--- config.mk ---
export PLATFORM = sky130hd
export DESIGN_NAME = input_csr
export DESIGN_NICKNAME = d
export VERILOG_FILES = /design/src/rtl/input_csr.sv
export SDC_FILE = /design/constraint.sdc
export NUM_CORES = 1
export LEC_CHECK = 0
export CORE_UTILIZATION = 37
export CTS_BUF_LIST = sky130_fd_sc_hd__clkbuf_8
export DETAILED_ROUTE_END_ITERATION = 10
export GPL_ROUTABILITY_DRIVEN = 1
export GPL_TIMING_DRIVEN = 0
export PLACE_DENSITY_LB_ADDON = 0.12
export SLEW_MARGIN = 10
export SYNTH_ARGS = -nofsm -noshare
export SYNTH_HDL_FRONTEND = slang
export SYNTH_SLANG_ARGS = --single-unit
--- constraint.sdc ---
create_clock -name clk_i -period 4.3 [get_ports clk_i]
set_clock_uncertainty 0.15 [all_clocks]
set_input_delay 1.29 -clock clk_i [delete_from_list [all_inputs] [get_ports clk_i]]
set_output_delay 1.29 -clock clk_i [all_outputs]
set_load 0.05 [all_outputs]
--- src/rtl/input_csr.sv ---
// Console input CSR: a host pushes bytes into a small FIFO and the CPU
// polls/pops them through one CSR on the KCP53K CSR bus.
module input_csr #(
  parameter logic [11:0] CSR_ADDR   = 12'h0FE,
  parameter int          DEPTH_LOG2 = 2
) (
  input  logic        clk_i,
  input  logic        reset_ni,
  input  logic [11:0] cadr_i,
  output logic        cvalid_o,
  output logic [63:0] cdat_o,
  input  logic [63:0] cdat_i,
  input  logic        coe_i,
  input  logic        cwe_i,
  input  logic [7:0]  host_dat_i,
  input  logic        host_stb_i,
  output logic        host_ack_o
);

  localparam int DEPTH = 1 << DEPTH_LOG2;
  localparam int CNT_W = DEPTH_LOG2 + 1;

  logic [7:0]            mem_q [DEPTH];
  logic [DEPTH_LOG2-1:0] wr_ptr_q, wr_ptr_d;
  logic [DEPTH_LOG2-1:0] rd_ptr_q, rd_ptr_d;
  logic [CNT_W-1:0]      count_q, count_d;
  logic                  overrun_q, overrun_d;

  logic       sel, avail, full;
  logic       flush, clr, pop, push, ovf;
  logic [7:0] head;
  logic       unused_cdat;

  assign unused_cdat = ^cdat_i[63:2];

  always_comb begin
    sel   = (cadr_i == CSR_ADDR);
    avail = (count_q != '0);
    full  = (count_q == CNT_W'(DEPTH));
    head  = avail ? mem_q[rd_ptr_q] : 8'h00;

    flush = sel & cwe_i & cdat_i[1];
    clr   = sel & cwe_i & cdat_i[0];
    pop   = sel & coe_i & avail & ~flush;
    // Acceptance uses pre-edge FULL, so a same-edge pop never frees room.
    push  = host_stb_i & ~full & ~flush;
    ovf   = host_stb_i & full;
  end

  always_comb begin
    wr_ptr_d  = wr_ptr_q;
    rd_ptr_d  = rd_ptr_q;
    count_d   = count_q;
    overrun_d = overrun_q;

    if (flush) begin
      wr_ptr_d = '0;
      rd_ptr_d = '0;
      count_d  = '0;
    end else begin
      if (push) wr_ptr_d = wr_ptr_q + DEPTH_LOG2'(1);
      if (pop)  rd_ptr_d = rd_ptr_q + DEPTH_LOG2'(1);
      case ({push, pop})
        2'b10:   count_d = count_q + CNT_W'(1);
        2'b01:   count_d = count_q - CNT_W'(1);
        default: count_d = count_q;
      endcase
    end

    // Set has priority over clear when both land on the same edge.
    if (ovf)      overrun_d = 1'b1;
    else if (clr) overrun_d = 1'b0;
  end

  always_ff @(posedge clk_i or negedge reset_ni) begin
    if (!reset_ni) begin
      wr_ptr_q  <= '0;
      rd_ptr_q  <= '0;
      count_q   <= '0;
      overrun_q <= 1'b0;
    end else begin
      wr_ptr_q  <= wr_ptr_d;
      rd_ptr_q  <= rd_ptr_d;
      count_q   <= count_d;
      overrun_q <= overrun_d;
    end
  end

  // Byte storage carries no reset; AVAIL masks stale contents on read.
  always_ff @(posedge clk_i) begin
    if (push) mem_q[wr_ptr_q] <= host_dat_i;
  end

  always_comb begin
    cvalid_o   = sel;
    host_ack_o = ~full;
    cdat_o     = '0;
    if (sel) cdat_o = {52'b0, avail, head, overrun_q, full, 1'b0};
  end

endmodule

==> metrics.md <==
| Metric | Value |
|---|---|
| Finished Core Util | 53.0% |
| Synth Instances | 174 |
| Fin crit period | 4.27 ns |
| # hold bufs at CTS | 0 |
| Fin crit share | 99.3% |
| Total GRT Usage | 12.2% |
| Post-detail-place hpwl | 2760 µm |
| Peak VDD IR | 0.000233 V |
| # setup viols final | 0 |
| Io pins | 155 |
| CP Data Required Time | 2.86 ns |
| CTS tree | done |
| Primary FF master, synth | edfxtp_1 |
| First-pass GRT wire length | 5710 µm |
| Die Ht | 80.2 µm |
| Vias in the first global route | 1168 |
| Avg Cell Area, Syn | 13.0 µm² |
| Seq. cell area | 1160 µm² |
| Cell count after placement | 340 |
| Insertion delay to the later sink of the worst-skew pair | 0.28 ns |
| Avg WL per Cell | 11.0 µm |
| Startpoint Class | input port |
| Synthesis-stage register bit count | 40 |
| DR iter-0 viols | 60 |
| Core ar. | 5920 µm² |
| Critical path capture point type | output port |
| Synth Warn # | 0 |
| TritonRoute pass-1 iters | 4 |
| Final Net Count | 372 |
| Leak | 1.38 nW |
| Final cell count without fillers | 354 |
| Status | complete, no violations |
| Multi-input gate area | 895 µm² |
| Max H-tree Level | 2 |
| N_diodes | 0 |
| Tightest Pin Transition | 0.541 ns |
| Clk buf depth | 2 |
| Max-cap violation count | 0 |
| Peak fanout along the critical path | 5 |
| Die area | 6430 µm² |
| Post-synth EDFFs | 32 |
| Fillcell total | 533 |
| Seq/Total Area, Yosys | 51.3% |
| Final slew viol count | 0 |
| Rel. slew slack | 63.9% |
| Routed wire length | 3900 µm |
| Port Buffer Count | 39 |
| Largest net degree at the start of global routing | 14 |
| Power Dens Cells | 371 nW/µm² |
| Routed via count | 1420 |
| Area Growth Syn to Fin | 38.8% |
| Worst-path clk slew | 0.08 ns |
| Post-synth ARST share | 20.0% |
| Cell Area, Synth | 2260 µm² |
| Final hold violations | 0 |
| Yosys cell types | 36 |
| FMAX | 234 MHz |
| GRT overflow | 0 |
| # clock sinks | 40 |
| Cell Rows | 28 |
| Initial core utilization | 38.2% |
| Die width | 80.2 µm |
| Initial antenna violation count | 0 |
| Critical path class | input port to output port |
| Clock root buffer | clkbuf_8 |
| Drt drc | 0 |
| Drt via density | 4.01 |
| WP data arrival | 2.83 ns |
| Share of layout cells above drive strength 1 | 40.1% |
| Setup_tns | 0 ns |
| Num CTS Buffers | 5 |
| Routability Congestion | 0.759 |
| Post-route ant nets | 0 |
| Hold WC Path Type | register to register |
==> power breakdown <==
part	switching, mW	internal, mW	total, mW
Combinational	0.239	0.139	0.378
Sequential	0.0400	0.509	0.549
Clock	0.127	0.112	0.239
==> final cells by class <==
cell class | instances | area share, %
repair buffers | 45 | 14.5
clock buffers | 5 | 2.19
clock inverters | 3 | 0.598
well taps | 75 | 2.99
multi-input cells | 123 | 28.5
flip-flops and latches | 40 | 37.0
inverters | 5 | 0.598
plain buffers | 58 | 13.6
==> worst paths after layout <==
path                                         from                      end  slack [ns]  cells after the start
setup / recovery                        cadr_i[0]                cdat_o[3]        0.03                      7
hold / removal              overrun_q$_DFFE_PN0P_    overrun_q$_DFFE_PN0P_        0.32                      2
setup reg to reg           count_q[0]$_DFFE_PN0P_   count_q[2]$_DFFE_PN0P_        1.55                     11
hold reg to reg             overrun_q$_DFFE_PN0P_    overrun_q$_DFFE_PN0P_        0.32                      2
max in group asynchronous                reset_ni  rd_ptr_q[0]$_DFFE_PN0P_        2.57                      1
min in group asynchronous                reset_ni   count_q[2]$_DFFE_PN0P_        1.15                      1
==> kinds of logic (layout without fill, tap and decap cells) <==
kind of cell | Yosys count | in the layout | share of synthesized area [%]
flops | 40 | 40 | 51.3
simple gates | 46 | 46 | 14.8
fa+ha+maj | 5 | 5 | 3.10
other cells | 1 | 53 | 0.166
xor+xnor | 3 | 3 | 1.16
mux | 8 | 8 | 7.96
buf+inv | 63 | 116 | 19.6
compound gates | 8 | 8 | 1.99
==> routing by layer <==
layer	wire [µm]	vias to the layer above	global-route usage [%]
met5	0	-	0
met4	46	0	4.82
met3	229	4	2.50
met2	2000	51	21.1
met1	1620	658	14.8
li1	-	707	-
==> cell usage in the layout, fill, tap and decap left out, drive strengths merged, types with 3 or more instances in the layout <==
cell,count
inv,5
and2,14
clkdlybuf4s50,23
o21ai,3
nor3,6
dfrtp,8
conb,53
clkbuf,8
nand2,6
edfxtp,32
mux4,8
nor2,6
nand3,3
buf,74
a21oi,3
ha,4
==> flip-flops by register name, summed over array words and instances, names as in the netlist <==
signal     cells
overrun_q      1
count_q        3
wr_ptr_q       2
mem_q         32
rd_ptr_q       2
==> cell usage after synthesis, types with 2 or more instances <==
cell type / n / area (µm²)
buf_4: 54 / 405
edfxtp_1: 32 / 961
and2_1: 14 / 87.6
dfrtp_1: 8 / 200
mux4_2: 8 / 180
nor2_1: 6 / 22.5
inv_1: 5 / 18.8
nand2_1: 5 / 18.8
ha_1: 4 / 50.1
nor3_1: 4 / 20.0
a21oi_1: 3 / 15.0
buf_2: 3 / 15.0
nand3_1: 3 / 15.0
o21ai_0: 2 / 10.0
xor2_1: 2 / 17.5
==> repair_timing <==
item / in CTS / in global routing
setup buffers: 4 / 1
pin swaps: 4 / 3
setup endpoints to repair: 12 / 10
cloned: 1 / 0
resized for setup: 94 / 11
==> through the flow <==
stage | instance area [µm²] | hold WS [ns] | setup slack [ns] | power, mW
after floorplan | 2470 | 0.290 | -0.0937 | 0.852
after global placement | 2960 | 0.309 | -1.04 | 0.931
after detailed placement | 2960 | 0.312 | -1.04 | 0.936
after CTS | 3120 | 0.329 | 0.00396 | 1.17
after global routing | 3140 | 0.373 | -0.0170 | 1.23
final | 3140 | 0.324 | 0.0309 | 1.17
==> worst max-delay path, stage by stage <==
cell	delay (ns)
clkdlybuf4s15_1	0.16
or4b_4	0.53
nor4_4	0.23
buf_4	0.19
buf_6	0.13
and2_4	0.15
buf_8	0.14
Note: power is estimated with default switching activity, not from simulation.
